==> src/rtl/id_ex_forward_pkg.sv <==
// -----------------------------------------------------------------------------
// id_ex_forward_pkg
// Shared types and constants for the ID/EX forwarding boundary.
//   DATA_W, REG_AW : default operand and register-address widths
//   fwdSrc_t       : where a resolved operand came from
//   pipeState_t    : RUN / BUBBLE tracking state of the ID/EX register
//   isForwarded()  : true when an operand did not come straight from the RF
// -----------------------------------------------------------------------------
package id_ex_forward_pkg;

  localparam int DATA_W = 32;
  localparam int REG_AW = 5;

  typedef enum logic [2:0] {
    FWD_RF   = 3'd0,
    FWD_EX   = 3'd1,
    FWD_MEM  = 3'd2,
    FWD_WB   = 3'd3,
    FWD_ZERO = 3'd4
  } fwdSrc_t;

  typedef enum logic {
    RUN    = 1'b0,
    BUBBLE = 1'b1
  } pipeState_t;

  // Register 0 reads as a hardwired zero, which is also not register-file data.
  function automatic logic isForwarded(input fwdSrc_t src);
    return (src != FWD_RF);
  endfunction

endpackage

==> src/rtl/id_ex_forward_fwd_sel.sv <==
// -----------------------------------------------------------------------------
// id_ex_forward_fwd_sel
// Source selection and data mux for one ID-stage operand.
// Priority (highest first): register 0 -> zero, EX result, MEM write data,
// WB write data, register-file read data.
// Ports:
//   rR        source register number
//   rD        register-file read data for rR
//   exFwdEn   EX stage holds a live, non-load register writer
//   exWR      EX destination register
//   exResult  EX ALU result
//   memWe/memWR/memWD  MEM-stage write port
//   wbWe/wbWR/wbWD     WB-stage write port
//   opVal     resolved operand value
//   src       which source was chosen
// -----------------------------------------------------------------------------
module id_ex_forward_fwd_sel
  import id_ex_forward_pkg::*;
#(
  parameter int DATA_W = 32,
  parameter int REG_AW = 5
) (
  input  logic [REG_AW-1:0] rR,
  input  logic [DATA_W-1:0] rD,
  input  logic              exFwdEn,
  input  logic [REG_AW-1:0] exWR,
  input  logic [DATA_W-1:0] exResult,
  input  logic              memWe,
  input  logic [REG_AW-1:0] memWR,
  input  logic [DATA_W-1:0] memWD,
  input  logic              wbWe,
  input  logic [REG_AW-1:0] wbWR,
  input  logic [DATA_W-1:0] wbWD,
  output logic [DATA_W-1:0] opVal,
  output fwdSrc_t           src
);

  always_comb begin
    src   = FWD_RF;
    opVal = rD;
    if (rR == '0) begin
      // r0 is never forwarded, even if some stage claims to write it.
      src   = FWD_ZERO;
      opVal = '0;
    end else if (exFwdEn && (exWR == rR)) begin
      // Youngest producer wins when several stages target the same register.
      src   = FWD_EX;
      opVal = exResult;
    end else if (memWe && (memWR == rR)) begin
      src   = FWD_MEM;
      opVal = memWD;
    end else if (wbWe && (wbWR == rR)) begin
      // The register file only writes at the edge, so the RF read in the same
      // cycle still returns the old value.
      src   = FWD_WB;
      opVal = wbWD;
    end
  end

endmodule

==> src/rtl/id_ex_forward.sv <==
// -----------------------------------------------------------------------------
// id_ex_forward
// ID/EX pipeline register with operand forwarding and load-use stall.
// Sits directly downstream of the 32x32 register file. Operands are resolved
// combinationally in ID (forwarding from EX, MEM, WB) and registered at the
// rising edge; the ID->EX latency is one cycle. A load in EX whose destination
// is read by the ID instruction inserts a single-cycle bubble.
//
// Optional build macro:
//   HAZARD_CNT_EN  adds stall_cnt_o / fwd_cnt_o hazard counters.
//
// Ports:
//   clk_i, reset_i             clock, synchronous active-high reset
//   id_valid_i                 instruction present in ID
//   rR1_i, rR2_i, rD1_i, rD2_i source register numbers and RF read data
//   id_wR_i, id_we_i, id_load_i destination, write enable, load flag
//   id_imm_i, id_ctrl_i        immediate, opaque decoded control
//   flush_i                    taken branch/jump in EX, kill the ID instruction
//   ex_result_i                ALU result of the instruction in EX
//   mem_wR_i/we_i/wD_i         MEM-stage write port (load data included)
//   wb_wR_i/we_i/wD_i          WB-stage write port (drives the RF)
//   stall_o                    hold PC and IF/ID this cycle
//   ex_*_o                     ID/EX register contents for the ALU stage
//   stall_cnt_o, fwd_cnt_o     hazard counters (HAZARD_CNT_EN only)
// -----------------------------------------------------------------------------
module id_ex_forward
  import id_ex_forward_pkg::*;
#(
  parameter int DATA_W = id_ex_forward_pkg::DATA_W,
  parameter int REG_AW = id_ex_forward_pkg::REG_AW,
  parameter int CTRL_W = 12
) (
  input  logic              clk_i,
  input  logic              reset_i,
  input  logic              id_valid_i,
  input  logic [REG_AW-1:0] rR1_i,
  input  logic [REG_AW-1:0] rR2_i,
  input  logic [DATA_W-1:0] rD1_i,
  input  logic [DATA_W-1:0] rD2_i,
  input  logic [REG_AW-1:0] id_wR_i,
  input  logic              id_we_i,
  input  logic              id_load_i,
  input  logic [DATA_W-1:0] id_imm_i,
  input  logic [CTRL_W-1:0] id_ctrl_i,
  input  logic              flush_i,
  input  logic [DATA_W-1:0] ex_result_i,
  input  logic [REG_AW-1:0] mem_wR_i,
  input  logic              mem_we_i,
  input  logic [DATA_W-1:0] mem_wD_i,
  input  logic [REG_AW-1:0] wb_wR_i,
  input  logic              wb_we_i,
  input  logic [DATA_W-1:0] wb_wD_i,
  output logic              stall_o,
  output logic              ex_valid_o,
  output logic [DATA_W-1:0] ex_op1_o,
  output logic [DATA_W-1:0] ex_op2_o,
  output logic [DATA_W-1:0] ex_imm_o,
  output logic [REG_AW-1:0] ex_wR_o,
  output logic              ex_we_o,
  output logic              ex_load_o,
  output logic [CTRL_W-1:0] ex_ctrl_o
`ifdef HAZARD_CNT_EN
  ,
  output logic [31:0]       stall_cnt_o,
  output logic [31:0]       fwd_cnt_o
`endif
);

  pipeState_t        stateReg;
  logic [REG_AW-1:0] rRsel  [2];
  logic [DATA_W-1:0] rDsel  [2];
  logic [DATA_W-1:0] opSel  [2];
  fwdSrc_t           srcSel [2];
  logic              exFwdEn;
  logic              loadUse;
  logic              killId;

  assign rRsel[0] = rR1_i;
  assign rRsel[1] = rR2_i;
  assign rDsel[0] = rD1_i;
  assign rDsel[1] = rD2_i;

  // A load in EX has no data yet; it is handled by the stall instead.
  assign exFwdEn = ex_valid_o & ex_we_o & ~ex_load_o;

  genvar gi;
  generate
    for (gi = 0; gi < 2; gi++) begin : g_opnd
      id_ex_forward_fwd_sel #(
        .DATA_W (DATA_W),
        .REG_AW (REG_AW)
      ) u_fwd_sel (
        .rR       (rRsel[gi]),
        .rD       (rDsel[gi]),
        .exFwdEn  (exFwdEn),
        .exWR     (ex_wR_o),
        .exResult (ex_result_i),
        .memWe    (mem_we_i),
        .memWR    (mem_wR_i),
        .memWD    (mem_wD_i),
        .wbWe     (wb_we_i),
        .wbWR     (wb_wR_i),
        .wbWD     (wb_wD_i),
        .opVal    (opSel[gi]),
        .src      (srcSel[gi])
      );
    end
  endgenerate

  // Both source fields are compared even if the instruction ignores one of
  // them; a spurious one-cycle stall is cheaper than decoding operand usage.
  assign loadUse = id_valid_i & ex_valid_o & ex_load_o & (ex_wR_o != '0) &
                   ((ex_wR_o == rR1_i) | (ex_wR_o == rR2_i));

  // In BUBBLE the register holds ex_valid_o=0, so loadUse is already low; the
  // state term just makes the one-cycle stall bound explicit.
  assign stall_o = loadUse & ~flush_i & (stateReg == RUN);

  // Flush overrides stall: either way the ID instruction does not enter EX.
  assign killId = flush_i | stall_o;

  always_ff @(posedge clk_i) begin
    if (reset_i) begin
      stateReg   <= RUN;
      ex_valid_o <= 1'b0;
      ex_we_o    <= 1'b0;
      ex_load_o  <= 1'b0;
      ex_op1_o   <= '0;
      ex_op2_o   <= '0;
      ex_imm_o   <= '0;
      ex_wR_o    <= '0;
      ex_ctrl_o  <= '0;
    end else begin
      // RUN->BUBBLE on stall, BUBBLE->RUN unconditionally (stall_o is low there).
      stateReg <= stall_o ? BUBBLE : RUN;

      // Data fields of a bubble are don't-care, so they are captured freely.
      ex_op1_o  <= opSel[0];
      ex_op2_o  <= opSel[1];
      ex_imm_o  <= id_imm_i;
      ex_wR_o   <= id_wR_i;
      ex_ctrl_o <= id_ctrl_i;

      if (killId) begin
        ex_valid_o <= 1'b0;
        ex_we_o    <= 1'b0;
        ex_load_o  <= 1'b0;
      end else begin
        ex_valid_o <= id_valid_i;
        ex_we_o    <= id_we_i;
        ex_load_o  <= id_load_i;
      end
    end
  end

`ifdef HAZARD_CNT_EN
  logic [31:0] stallCntReg;
  logic [31:0] fwdCntReg;
  logic        fwdCapture;

  // A live instruction is captured only when it is neither stalled nor flushed.
  assign fwdCapture = id_valid_i & ~killId &
                      (isForwarded(srcSel[0]) | isForwarded(srcSel[1]));

  always_ff @(posedge clk_i) begin
    if (reset_i) begin
      stallCntReg <= '0;
      fwdCntReg   <= '0;
    end else begin
      if (stall_o) begin
        stallCntReg <= stallCntReg + 32'd1;
      end
      if (fwdCapture) begin
        fwdCntReg <= fwdCntReg + 32'd1;
      end
    end
  end

  assign stall_cnt_o = stallCntReg;
  assign fwd_cnt_o   = fwdCntReg;
`else
  // Operand sources only feed the hazard counters.
  logic unusedSrc;
  assign unusedSrc = ^{srcSel[0], srcSel[1]};
`endif

endmodule

==> config.mk <==
export PLATFORM = sky130hd
export DESIGN_NAME = id_ex_forward
export DESIGN_NICKNAME = d
export VERILOG_FILES = /design/src/rtl/id_ex_forward_pkg.sv /design/src/rtl/id_ex_forward_fwd_sel.sv /design/src/rtl/id_ex_forward.sv
export SDC_FILE = /design/constraint.sdc
export NUM_CORES = 1
export LEC_CHECK = 0
export CORE_AREA = 2 2 136 138
export DETAILED_ROUTE_END_ITERATION = 8
export DIE_AREA = 0 0 138 140
export GPL_TIMING_DRIVEN = 0
export HOLD_SLACK_MARGIN = 0.06
export MAX_ROUTING_LAYER = met4
export PLACE_DENSITY = 0.77
export SKIP_CTS_REPAIR_TIMING = 1
export SYNTH_ARGS = -nofsm -noshare
export SYNTH_HDL_FRONTEND = slang
export SYNTH_HIERARCHICAL = 1
export SYNTH_SLANG_ARGS = --single-unit
==> constraint.sdc <==
create_clock -name clk_i -period 2.25 [get_ports clk_i]
set_input_delay 0.5625 -clock clk_i [delete_from_list [all_inputs] [get_ports clk_i]]
set_output_delay 0.5625 -clock clk_i [all_outputs]
set_load 0.03 [all_outputs]
* After elaboration in Yosys (flattened, before gate mapping)
Index checks and enable logic that the tools add are counted.
Word-level totals: output and inout port bits 117, bits in latches 0, ROM bits 0, bits in writable memories 0, input bits 237, flip-flop bits (word level) 117, memories 0, logic and storage cells 47
Operators by class: div/mod/pow operators 0, multiplexer cells 7, add/sub/neg operators 0, shift-type cells 0, bitwise operators 13, reduce and logical (&&, ||, !) cells 12, magnitude comparators 0, equal/unequal tests 6, multipliers 0
Operators by type and width (count):
- two-way mux 32 bit | 6
- equality test 5 bit | 6
- zero test 5 bit | 2
- AND 1 bit | 8
- logical AND 1 bit | 6
- OR reduction 2 bit | 3
- nonzero test 5 bit | 1
- NOT 1 bit | 3
- bitwise OR 1 bit | 2
- two-way mux 1 bit | 1

* Depth between registers and ports, before layout
depth after elaboration 8, gate-level depth with buffers 8, depth with buffers taken out 6

* Hierarchy
Netlist, hierarchy kept.
Modules (own cells, without submodules):
- id_ex_forward | times used 1, cells each 273, area each 3296.9 um^2, seq. area each 2342.2 um^2
- id_ex_forward_fwd_sel | times used 2, cells each 185, area each 1565.3 um^2, seq. area each 0.0 um^2

* Worst setup path after synthesis
OpenSTA, ideal clock, no wires.
kind register to output, from reg ex_wR_o[0], to out stall_o, buffers on the path 0, cell stages (with the launch flop) 5, setup slack 0.337 ns, data required time 1.688 ns, arrival time 1.350 ns, cells stage by stage dfxtp_1 > xnor2_1 > nand3_1 > o22ai_2 > and2_2
On the way: word-level cells in the longest chain between the ends 5
RTL lines:
- start, declared | line id_ex_forward.sv:58 | output logic [REG_AW-1:0] ex_wR_o,
- start signal, assigned | line id_ex_forward.sv:141 | ex_wR_o <= id_wR_i;
- equality test 5 bit or nonzero test 5 bit (tied branches) | line id_ex_forward.sv:113, id_ex_forward.sv:112
- bitwise OR 1 bit or AND 1 bit (tied branches) | line id_ex_forward.sv:113, id_ex_forward.sv:112
- AND 1 bit (*) | line id_ex_forward.sv:112 | assign loadUse = id_valid_i & ex_valid_o & ex_load_o & (ex_wR_o != '0) &
- AND 1 bit (*) (2 in a row) | line id_ex_forward.sv:117 | assign stall_o = loadUse & ~flush_i & (stateReg == RUN);
- end, declared | line id_ex_forward.sv:53 | output logic stall_o,
Mark *: on every way between the ends. The rest lies on a longest branch, timed or not.

* Worst setup path in the final report
from in wb_wR_i[1], to reg ex_op2_o[15]
On the way: word-level cells in the longest chain between the ends 5
RTL lines:
- start, declared | line id_ex_forward.sv:50 | input logic [REG_AW-1:0] wb_wR_i,
- equality test 5 bit | line id_ex_forward_fwd_sel.sv:52 | end else if (wbWe && (wbWR == rR)) begin
- logical AND 1 bit | line id_ex_forward_fwd_sel.sv:52
- two-way mux 32 bit | line id_ex_forward_fwd_sel.sv:52
- two-way mux 32 bit | line id_ex_forward_fwd_sel.sv:49 | end else if (memWe && (memWR == rR)) begin
- two-way mux 32 bit | line id_ex_forward_fwd_sel.sv:45 | end else if (exFwdEn && (exWR == rR)) begin
- end signal, assigned | line id_ex_forward.sv:139 | ex_op2_o <= opSel[1];
- end, declared | line id_ex_forward.sv:56 | output logic [DATA_W-1:0] ex_op2_o,
No other way between the ends. A chain may end at the register's enable or synchronous reset.

==> impl_metrics.env <==
export IMPL_outcome="finished, final reports clean"
export IMPL_max_slew_margin_pct=63.2
export IMPL_crit_path_end_kind="register"
export IMPL_place_inst=1216
export IMPL_synthCells=635
export IMPL_layout_drive_gt1_share_pct=17.1
export IMPL_hold_viol_final=0
export IMPL_multi_input_area_um2=3540
export IMPL_io_buffers=352
export IMPL_ant_nets=0
export IMPL_cts_tree="yes"
export IMPL_critPathKind="input pin to register"
export IMPL_combPwrFrac_pct=21.3
export IMPL_fillers=1524
export IMPL_cts_made_buffers=17
export IMPL_p_int_uw=4860
export IMPL_syn_area_um2=6380
export IMPL_h_tree_depth=4
export IMPL_power_density_nw_per_um2=609
export IMPL_hpwl_um=19200
export IMPL_io_pins=354
export IMPL_final_cells=1255
export IMPL_rows=49
export IMPL_drt_pre_antenna_iters=7
export IMPL_p_sw_uw=1820
export IMPL_seqPwrFrac_pct=33.5
export IMPL_pre_cts_ws_ns=-0.962
export IMPL_yosysWarningCount=6
export IMPL_clk_latency_ns=0.43
export IMPL_fin_nets=1248
export IMPL_slew_viol_final=0
export IMPL_area_growth_pct=71.8
export IMPL_ff_latch_area_um2=2360
export IMPL_syn_nets=872
export IMPL_dieHeight_um=140
export IMPL_drc=0
export IMPL_grt_pass1_wl_um=38300
export IMPL_cts_buffer_depth=2
export IMPL_pwr_share_clk_pct=45.2
export IMPL_core_um2=17800
export IMPL_finalPower_uw=6680
export IMPL_clock_sinks=117
export IMPL_antenna_found_initial=2
export IMPL_tightestPinTransition_ns=0.552
export IMPL_p_sw_share_pct=27.3
export IMPL_setup_viol=0
export IMPL_wl_per_cell_um=20.1
export IMPL_p_leak_uw=0.00429
export IMPL_grt_pass1_vias=6741
export IMPL_grt_max_degree=17
export IMPL_overflow=0
export IMPL_clk_pin_slew_ns=0.06
export IMPL_drv_cap=0
export IMPL_initial_core_util_pct=35.9
export IMPL_fin_worst_skew_ns=0.00873
export IMPL_min_period_ns=2.21
export IMPL_syn_avg_cell_area_um2=10.1
export IMPL_critPathLaunchType="input pin"
export IMPL_wirelength_um=25200
export IMPL_crit_arrival_ns=2.51
export IMPL_fmax_ghz=0.453
export IMPL_ir_drop_mv=0.492
export IMPL_die_area_um2=19300
export IMPL_period_share_pct=98.0
export IMPL_die_w_um=138
export IMPL_dr_total_vias=6408
export IMPL_hp_class="input pin to register"
export IMPL_grtUsageTotal_pct=26.4
export IMPL_hold_slack_ns=0.490
export IMPL_critPathMaxFanout=10
export IMPL_drt_iter0_drc=384
export IMPL_fin_ws_ns=0.0449
export IMPL_crit_required_ns=2.56
export IMPL_via_per_inst=5.11
export IMPL_gp_congestion=0.916
export IMPL_cts_root_buf="clkbuf_16"
==> critical path, stage by stage <==
cell	delay [ns]
clkdlybuf4s50_1	0.47
xor2_1	0.18
nor4_2	0.30
nand3_1	0.14
buf_6	0.18
buf_6	0.17
mux2i_2	0.26
o211ai_1	0.11
nor2b_1	0.14
==> registers in the layout (all words and copies together) (netlist names) <==
signal	cells
stateReg	1
ex_ctrl_o	12
ex_load_o	1
ex_imm_o	32
ex_op1_o	32
ex_wR_o	5
ex_valid_o	1
ex_op2_o	32
ex_we_o	1
==> per-stage QoR <==
stage / instance area (um^2) / TNS (ns) / utilization, %
after floorplan: 6380 / 0 / -
after global placement: 10200 / -39.99 / 57.3
after detailed placement: 10200 / -40.10 / 57.3
after CTS: 10800 / -11.93 / 60.9
after global routing: 11000 / -0.0973 / 61.7
final: 11000 / 0 / 61.7
==> placed cells by master, fill, tap and decap left out, types with 4 or more instances in the layout <==
cell type	n
buf_2	14
clkbuf_1	14
nor4_2	6
buf_4	11
dlymetal6s2s_1	6
nor2_1	6
buf_12	12
xnor2_1	16
clkbuf_2	5
nor2b_1	109
inv_6	6
xor2_1	24
dfxtp_1	112
nand3_1	10
mux2i_1	62
clkdlybuf4s50_1	340
o211ai_1	62
bufinv_16	4
clkbuf_16	17
nand4_1	65
nor2b_2	4
buf_6	14
nand2_1	10
nand3_2	62
and2_1	4
==> final timing paths <==
| kind | endpoint | slack (ns) | depth (start not counted) | startpoint |
|---|---|---|---|---|
| worst min-delay path | ex_we_o | 0.49 | 4 | flush_i |
| worst max-delay path | ex_op2_o[15] | 0.04 | 9 | wb_wR_i[1] |
| worst min register to register | ex_we_o | 0.76 | 4 | ex_load_o |
| worst max register to register | ex_op1_o[11] | 0.16 | 7 | ex_wR_o[1] |
==> power by group through the flow <==
stage	Clock, uW	Sequential, uW	Combinational [uW]
2_1_floorplan	0	2540	346
3_3_place_gp	0	2280	1390
3_5_place_dp	0	2290	1410
4_1_cts	3060	2240	1420
5_1_grt	3140	2250	1510
6_report	3020	2240	1420
==> cell type report <==
type,count,area share [%]
Antenna cell,2,0.0456
Buffer,62,5.33
Clock buffer,17,3.88
Clock inverter,15,1.97
Multi-Input combinational cell,456,32.3
Sequential cell,117,21.5
Tap cell,229,2.61
Timing Repair Buffer,357,32.4
==> layer usage <==
metal	GRT usage (%)	part of all wire [%]	up-vias
li1	-	-	3055
met1	29.6	39	2923
met2	43.9	49	368
met3	7.66	8.4	62
met4	11.8	3.6	0
met5	-	0	-
Power figures use the tool's default switching activity.
